`src/rtl/hex_display_ctrl.sv`:
```
// Registered multi-digit seven-segment controller: load/capture stage, decode/blink output stage.
// Optional macro HEX_ERR_MSG_EN: overflow shows "Err" instead of dashes on every digit.
module hex_display_ctrl #(
  parameter int NUM_DIGITS = 6,
  parameter int DATA_W     = 24,
  parameter int BLINK_DIV  = 25000000
) (
  input  logic                    clk,
  input  logic                    rst_n,
  input  logic                    ld,
  input  logic [DATA_W-1:0]       din,
  input  logic                    clr,
  input  logic                    lz_blank,
  input  logic                    blink_en,
  output logic [NUM_DIGITS*7-1:0] hex,
  output logic                    ovf
);

  localparam int NIB_W = 4 * NUM_DIGITS;
  localparam int EXT_W = (DATA_W > NIB_W) ? DATA_W : NIB_W;

  localparam logic [6:0] SEG_OFF  = 7'b1111111;
  localparam logic [6:0] SEG_DASH = 7'b0111111;
  localparam logic [6:0] SEG_R    = 7'b0101111;
  localparam logic [6:0] SEG_E    = 7'b0000110;

  typedef enum logic [1:0] {
    ST_BLANK,
    ST_SHOW,
    ST_OVF
  } state_e;

  typedef enum logic {
    PH_ON,
    PH_OFF
  } phase_e;

  function automatic logic [6:0] seg7(input logic [3:0] n);
    logic [6:0] s;
    case (n)
      4'h0: s = 7'b1000000;
      4'h1: s = 7'b1111001;
      4'h2: s = 7'b0100100;
      4'h3: s = 7'b0110000;
      4'h4: s = 7'b0011001;
      4'h5: s = 7'b0010010;
      4'h6: s = 7'b0000010;
      4'h7: s = 7'b1111000;
      4'h8: s = 7'b0000000;
      4'h9: s = 7'b0011000;
      4'hA: s = 7'b0001000;
      4'hB: s = 7'b0000011;
      4'hC: s = 7'b1000110;
      4'hD: s = 7'b0100001;
      4'hE: s = 7'b0000110;
      default: s = 7'b0001110;
    endcase
    return s;
  endfunction

  // Stage 1: capture
  state_e           state_q, state_d;
  logic [NIB_W-1:0] val_q, val_d;
  logic             lz_q, lz_d;

  // Blink timebase
  logic [31:0]      cnt_q, cnt_d;
  phase_e           phase_q, phase_d;

  // Stage 2: registered outputs
  logic [NUM_DIGITS*7-1:0] hex_q, hex_d;
  logic                    ovf_q, ovf_d;

  logic [EXT_W-1:0] din_ext;
  logic             fits;

  assign din_ext = EXT_W'(din);
  assign fits    = ((din_ext >> NIB_W) == '0);

  always_comb begin
    state_d = state_q;
    val_d   = val_q;
    lz_d    = lz_q;
    if (clr) begin
      state_d = ST_BLANK;
    end else if (ld) begin
      state_d = fits ? ST_SHOW : ST_OVF;
      val_d   = din_ext[NIB_W-1:0];
      lz_d    = lz_blank;
    end
  end

  always_comb begin
    cnt_d   = cnt_q;
    phase_d = phase_q;
    if (!blink_en) begin
      cnt_d   = '0;
      phase_d = PH_ON;
    end else if (cnt_q == 32'(BLINK_DIV - 1)) begin
      cnt_d   = '0;
      phase_d = (phase_q == PH_ON) ? PH_OFF : PH_ON;
    end else begin
      cnt_d   = cnt_q + 32'd1;
    end
  end

  // lead[i] is set when digit i and every digit above it are zero
  logic [NUM_DIGITS-1:0] nz;
  logic [NUM_DIGITS-1:0] lead;
  logic                  run;

  always_comb begin
    nz = '0;
    for (int unsigned i = 0; i < NUM_DIGITS; i++) begin
      nz[i] = |val_q[4*i +: 4];
    end
  end

  always_comb begin
    lead = '0;
    run  = 1'b1;
    for (int unsigned k = 0; k < NUM_DIGITS; k++) begin
      run = run & ~nz[NUM_DIGITS-1-k];
      lead[NUM_DIGITS-1-k] = run;
    end
  end

  always_comb begin
    hex_d = '1;
    ovf_d = 1'b0;
    for (int unsigned i = 0; i < NUM_DIGITS; i++) begin
      case (state_q)
        ST_SHOW: begin
          if (lz_q && lead[i] && (i != 0)) begin
            hex_d[7*i +: 7] = SEG_OFF;
          end else begin
            hex_d[7*i +: 7] = seg7(val_q[4*i +: 4]);
          end
        end
        ST_OVF: begin
`ifdef HEX_ERR_MSG_EN
          if (i < 2) begin
            hex_d[7*i +: 7] = SEG_R;
          end else if (i == 2) begin
            hex_d[7*i +: 7] = SEG_E;
          end else begin
            hex_d[7*i +: 7] = SEG_OFF;
          end
`else
          hex_d[7*i +: 7] = SEG_DASH;
`endif
        end
        default: hex_d[7*i +: 7] = SEG_OFF;
      endcase
    end
    ovf_d = (state_q == ST_OVF);
    // Blink masks segments only; the overflow flag stays visible.
    if (phase_q == PH_OFF) begin
      hex_d = '1;
    end
  end

  always_ff @(posedge clk or negedge rst_n) begin
    if (!rst_n) begin
      state_q <= ST_BLANK;
      val_q   <= '0;
      lz_q    <= 1'b0;
      cnt_q   <= '0;
      phase_q <= PH_ON;
      hex_q   <= '1;
      ovf_q   <= 1'b0;
    end else begin
      state_q <= state_d;
      val_q   <= val_d;
      lz_q    <= lz_d;
      cnt_q   <= cnt_d;
      phase_q <= phase_d;
      hex_q   <= hex_d;
      ovf_q   <= ovf_d;
    end
  end

  assign hex = hex_q;
  assign ovf = ovf_q;

endmodule

```
`config.mk`:
```
export PLATFORM = sky130hd
export DESIGN_NAME = hex_display_ctrl
export DESIGN_NICKNAME = d
export VERILOG_FILES = /design/src/rtl/hex_display_ctrl.sv
export SDC_FILE = /design/constraint.sdc
export NUM_CORES = 1
export LEC_CHECK = 0
export ABC_AREA = 0
export BUFFER_PORTS_ARGS = -buffer_cell sky130_fd_sc_hd__buf_2
export CAP_MARGIN = 5
export CORE_ASPECT_RATIO = 0.7
export CORE_MARGIN = 2
export CORE_UTILIZATION = 58
export DETAILED_ROUTE_END_ITERATION = 8
export GPL_TIMING_DRIVEN = 0
export MAX_ROUTING_LAYER = met4
export PLACE_DENSITY = 0.77
export SLEW_MARGIN = 0
export SYNTH_ARGS = -nofsm -noshare
export SYNTH_HDL_FRONTEND = slang
export SYNTH_SLANG_ARGS = --single-unit
```
`constraint.sdc`:
```
create_clock -name clk -period 2.5 [get_ports clk]
set_clock_uncertainty 0.15 [all_clocks]
set_input_delay 0.5 -clock clk [delete_from_list [all_inputs] [get_ports clk]]
set_output_delay 0.5 -clock clk [all_outputs]
set_load 0.05 [all_outputs]
```
# [Yosys cells after proc, flatten, opt, wreduce, memory -nomap -nowiden]
# Memories as Yosys holds them, arrays and structs flattened.
# Cells that the tools add are included.
# Widths: inputs -> output; s select.
[totals] regBits=103 rom_bits=672 input_bits=30 output_inout_bits=43 elab_cells=59 n_memories=6
[mem_list] memory="(no name shown)" depth=16 width=7 read_ports=1 rd_clocked_by_memory_dff=0 wr=0 line="40" text="case (n)"
[mem_list] memory="(no name shown)" depth=16 width=7 read_ports=1 rd_clocked_by_memory_dff=0 wr=0 line="40"
[mem_list] memory="(no name shown)" depth=16 width=7 read_ports=1 rd_clocked_by_memory_dff=0 wr=0 line="40"
[mem_list] memory="(no name shown)" depth=16 width=7 read_ports=1 rd_clocked_by_memory_dff=0 wr=0 line="40"
[mem_list] memory="(no name shown)" depth=16 width=7 read_ports=1 rd_clocked_by_memory_dff=0 wr=0 line="40"
[mem_list] memory="(no name shown)" depth=16 width=7 read_ports=1 rd_clocked_by_memory_dff=0 wr=0 line="40"
[op_classes] add_sub_neg=1 eq_ne=4 n_mux=19 bitwise_logic=10 n_reduce_logical=12
[op_table] cell="$pmux 7 s2" count=6
[op_table] cell="$mux 32" count=2
[op_table] cell="$mux 42" count=1
[op_table] cell="$mux 7" count=5
[op_table] cell="$add 32x1->32 const B" count=1
[op_table] cell="$eq 32x25->1 const B" count=1
[op_table] cell="$reduce_or 4->1" count=5
[op_table] cell="$not 1->1" count=6
[op_table] cell="$logic_and 1x1->1" count=5
[op_table] cell="$and 1x1->1" count=4
[op_table] cell="$mux 2" count=2
[op_table] cell="$mux 1" count=3
[op_table] cell="$eq 2x1->1 const B" count=1
[op_table] cell="$eq 2x2->1 const B" count=1
[op_table] cell="$ne 2x1->1 const B" count=1
[op_table] cell="$reduce_and 2->1" count=1
[op_table] cell="$reduce_bool 2->1" count=1

# [Depth between registers and ports, before layout]
[depth] ltp_word=10 ltp_mapped=7 depth_no_buf=6

# [Least setup slack after synthesis]
# No wires, ideal clock.
[synth_timing] path_type="register -> register" start="reg cnt_q[0]" end="reg phase_q" setup_time_ns=0.084 t_arrival_ns=1.764 required_ns=2.266 path_slack_ns=0.502 path_stages_with_launch=6 n_path_buf=0 synth_period_minus_slack_ns=1.998 cell_sequence="dfrtp_1 -> ha_1 -> nand4_1 -> or4_1 -> or4_1 -> a21boi_0"
[synth_via] elab_chain_cells=2
[synth_rtl] element="start: declaration" line="67" text="logic [31:0] cnt_q, cnt_d;"
[synth_rtl] element="start signal: assignment" line="176" text="cnt_q <= cnt_d;"
[synth_rtl] element="$eq 32x25->1" line="99" text="end else if (cnt_q == 32'(BLINK_DIV - 1)) begin"
[synth_rtl] element="$ne 2x1->1 (no source line)"
[synth_rtl] element="end signal: assignment" line="177" text="phase_q <= phase_d;"
[synth_rtl] element="end: declaration" line="68" text="phase_e phase_q, phase_d;"
# Every way passes these cells.
# A chain may end at the register's enable or synchronous reset.

# [Worst setup path after layout]
[layout_timing] start="reg val_q[20]" end="reg hex_q[15] (netlist: hex[15])"
[layout_via] elab_chain_cells=9
[layout_rtl] element="start: declaration" line="63" text="logic [NIB_W-1:0] val_q, val_d;"
[layout_rtl] element="start signal: assignment" line="174" text="val_q <= val_d;"
[layout_rtl] element="$reduce_or 4->1" line="115" text="nz[i] = |val_q[4*i +: 4];"
[layout_rtl] element="$not 1->1" line="123" text="run = run & ~nz[NUM_DIGITS-1-k];"
[layout_rtl] element="$and 1x1->1 (3 in series)" line="123"
[layout_rtl] element="$logic_and 1x1->1" line="134" text="if (lz_q && lead[i] && (i != 0)) begin"
[layout_rtl] element="$mux 7" line="134"
[layout_rtl] element="$pmux 7 s2" line="132" text="case (state_q)"
[layout_rtl] element="$mux 42" line="158" text="if (phase_q == PH_OFF) begin"
[layout_rtl] element="named net hex_d[15]" line="71" text="logic [NUM_DIGITS*7-1:0] hex_q, hex_d;"
[layout_rtl] element="end signal: assignment" line="170" text="hex_q <= '1;"
[layout_rtl] element="end signal: assignment" line="178" text="hex_q <= hex_d;"
[layout_rtl] element="end: declaration" line="71"
# The timed path passes the listed nets, and every way through them passes these cells.

==> summary.md <==
| Metric | Value |
|---|---|
| GR Overflow Total | 0 |
| Worst EP required | between 2 and 3 ns |
| Drt first-iter violations | 366 |
| Die ar. | between 9000 and 10000 sq um |
| Max IR drop VDD | around 0.53 mV |
| Setup violations, final | 0 |
| Clk pin slew, worst setup/hold paths | roughly 0.07 ns |
| Die width | 118 um |
| Initial Util | between 50% and 60% |
| Core Region | approximately 9000 sq um |
| Row count | 29 |
| Min Tclk post-route | approximately 2.3 ns |
| FF+latch area | roughly 2600 sq um |
| Clock Root Buffer | clkbuf_16 |
| Worst path arrival time | 2.45 ns |
| WS Path Type | reg2reg |
| WL met3 | approximately 790 um |
| Port bufs | 71 |
| Top FF cell, synth | dfrtp_1 |
| Via density per instance | 5.90 |
| Ys async rst share | 100% |
| Yosys warns | 0 |
| Post-synthesis sequential area ratio | around half |
| HPWL after detailed placement | roughly 8900 um |
| Startpoint Class | flop |
| Total track usage | a little over a quarter |
| # clock sinks | slightly above 100 |
| Leakage | around 2.5 nW |
| Syn-to-layout area delta | 17.2% |
| Pin slew with the least headroom to its limit | around 0.64 ns |
| Hold Path Class | in2reg |
| Unique masters post-synth | 45 |
| Final wirelength | around 12000 um |
| Pwr/cell area | about 740 nW/um^2 |
| Multi-input combinational cell area | 2470 sq um |
| Worst-path maximum fanout | 7 |
| # fillers | around 730 |
| RD Place Congestion | ~0.92 |
| Detail Route Antenna Nets | 0 |
| Clock latency on the worst-skew pair | roughly 0.35 ns |
| Mux cell area share after synthesis | between 2 and 2.5% |
| Final slew viol count | 0 |
| DR WL/cell | around 16 um |
| Most frequent cells in the layout | 75 x buf_2, 59 x dfrtp_1, 55 x nand2_1 |
| CP endpoint kind | flop |
| Post-synthesis compound-gate area fraction | between 10% and 20% |
| Period utilization | 93.8% |
| Final net count | just under 700 |
| Global-route wire length before repair | between 20000 and 25000 um |
| Synth Net Count | between 600 and 700 |
| Final instance area | 6170 sq um |
| Vias | 4471 |
| 1st-pass router iterations | 5 |
| Post-synthesis adder-cell area fraction | approximately 6.6% |
| Met1 wire length | 5760 um |
| Chip height | between 80 and 90 um |
| Max Cap Viol | 0 |
| CTS buffer count | 9 |
| Largest net degree at the start of global routing | between 60 and 70 |
| Commonest non-fill, non-tap cell in the layout | buf_2 |
| Vias in the first global route | 4113 |
| Synthesized cell area | between 5000 and 6000 sq um |
| CTS H-Tree Depth | 3 |
| Placed inst area | around 5800 sq um |
| Hold Slack | 0.168 ns |
| Top layer reached by signal wires | met4 |
| Status | complete, no violations |
| Ant. Diodes | 0 |
| Fin. Hold Viols | 0 |
| WL met2 | around 5500 um |
| Layout cells sized above 1 | between 20% and 30% |
| Initial antenna violation count | 0 |
| Fmax achieved | roughly 0.43 GHz |
| Synthesized area per cell | just under 10 sq um |
| RSZ-0062 raised after global routing | false |
| Slew HR | 56.9% |
| Largest family of logic cells by synthesized area | simple AND/OR/NAND/NOR gates |
| CTS tree | yes |
| Synth Area in XOR/XNOR | around 2.2% |
| Simple logic cell fraction of the synthesized area | between 10% and 20% |
| Register bit total from synthesis | between 100 and 150 |
| Post-CTS setup buffers | 0 |
| Post-synth EDFFs | 0 |
| Bufs on Longest Clock Path | 2 |
| DRC | 0 |
| IO Count | 73 |
| Post-Syn Instances | around 550 |
[power by group]
group / total [mW] / switching (mW) / internal (mW)
logic: 1.08 / 0.767 / 0.310
registers: 1.93 / 0.0901 / 1.84
clock network: 1.59 / 0.585 / 1.00
total: 4.59 / 1.44 / 3.15
[metrics by stage]
stage	worst slack, ns	power [mW]	TNS [ns]	std cells	utilization (%)
finish	0.155	4.59	0	758	68.9
global route	0.00529	4.80	0	758	68.9
CTS	0.0257	4.61	0	758	68.7
detailed placement	0.0504	3.02	0	741	64.8
global placement	-0.194	2.98	-10.80	740	64.5
floorplan	0.502	2.73	0	545	-
[timing repair]
action,4_1_cts,5_1_grt
hold endpoints to repair,26,0
resized for setup,0,3
hold buffers,1,0
setup endpoints to repair,0,35
[synth_stat cells (7+ instances only)]
library cell	count	area (sq um)
dfstp_2	42	1100
dfrtp_1	59	1480
o211ai_1	29	218
or4_1	13	97.6
ha_1	28	350
or3_1	9	56.3
nand2_1	55	206
nor2b_1	9	56.3
a21oi_1	32	160
mux2i_1	7	70.1
nor2_1	36	135
clkbuf_1	21	78.8
nand3_1	21	105
nand4_1	11	68.8
inv_1	28	105
o31ai_1	12	90.1
o21ai_0	45	225
xnor2_1	7	61.3
[worst max-delay path: stages, from the launching register on]
cell and delay [ns]:
dfrtp_1 0.43, inv_1 0.15, ha_1 0.24, nor4bb_2 0.43
and2_1 0.29, a41oi_1 0.33, o211ai_1 0.23
[cells by family after synthesis]
group,count (synthesis)
muxes,11
xor gates and xnor gates,13
and+or+nand+nor,191
adders and majority gates,28
AOI/OAI and AO/OA,143
DFF,101
other,1
buffers and inverters,57
[final timing paths]
path	slack [ns]	cells after the start	end	start
worst min register to register	0.33	1	cnt_q[0]	cnt_q[0]
max in group asynchronous	0.97	3	hex[6]	rst_n
worst min-delay path	0.17	2	state_q[0]	clr
worst max-delay path	0.16	6	hex[15]	val_q[20]
worst max register to register	0.16	6	hex[15]	val_q[20]
min in group asynchronous	0.52	2	cnt_q[2]	rst_n
[flip-flops by register name, indices dropped and copies added (netlist names)]
| name | cells |
|---|---|
| state_q | 1 |
| cnt_q | 32 |
| val_q | 24 |
| phase_q | 1 |
| hex | 42 |
| lz_q | 1 |
[area by class of cell]
cell class | instances | area share [%]
buffer | 29 | 1.99
clock buffer | 12 | 3.99
clock inverter | 4 | 1.54
inverter | 28 | 1.70
multi-input combinational | 387 | 40.1
sequential | 101 | 41.8
tap | 124 | 2.51
timing repair buffer | 73 | 6.40
[routing by layer]
layer / track usage [%] / up-vias
met3: 6.90 / 27
met5: - / -
met4: 7.56 / 0
li1: - / 2125
met1: 38.3 / 2170
met2: 38.4 / 149
Note: power is estimated with default switching activity, not from simulation.
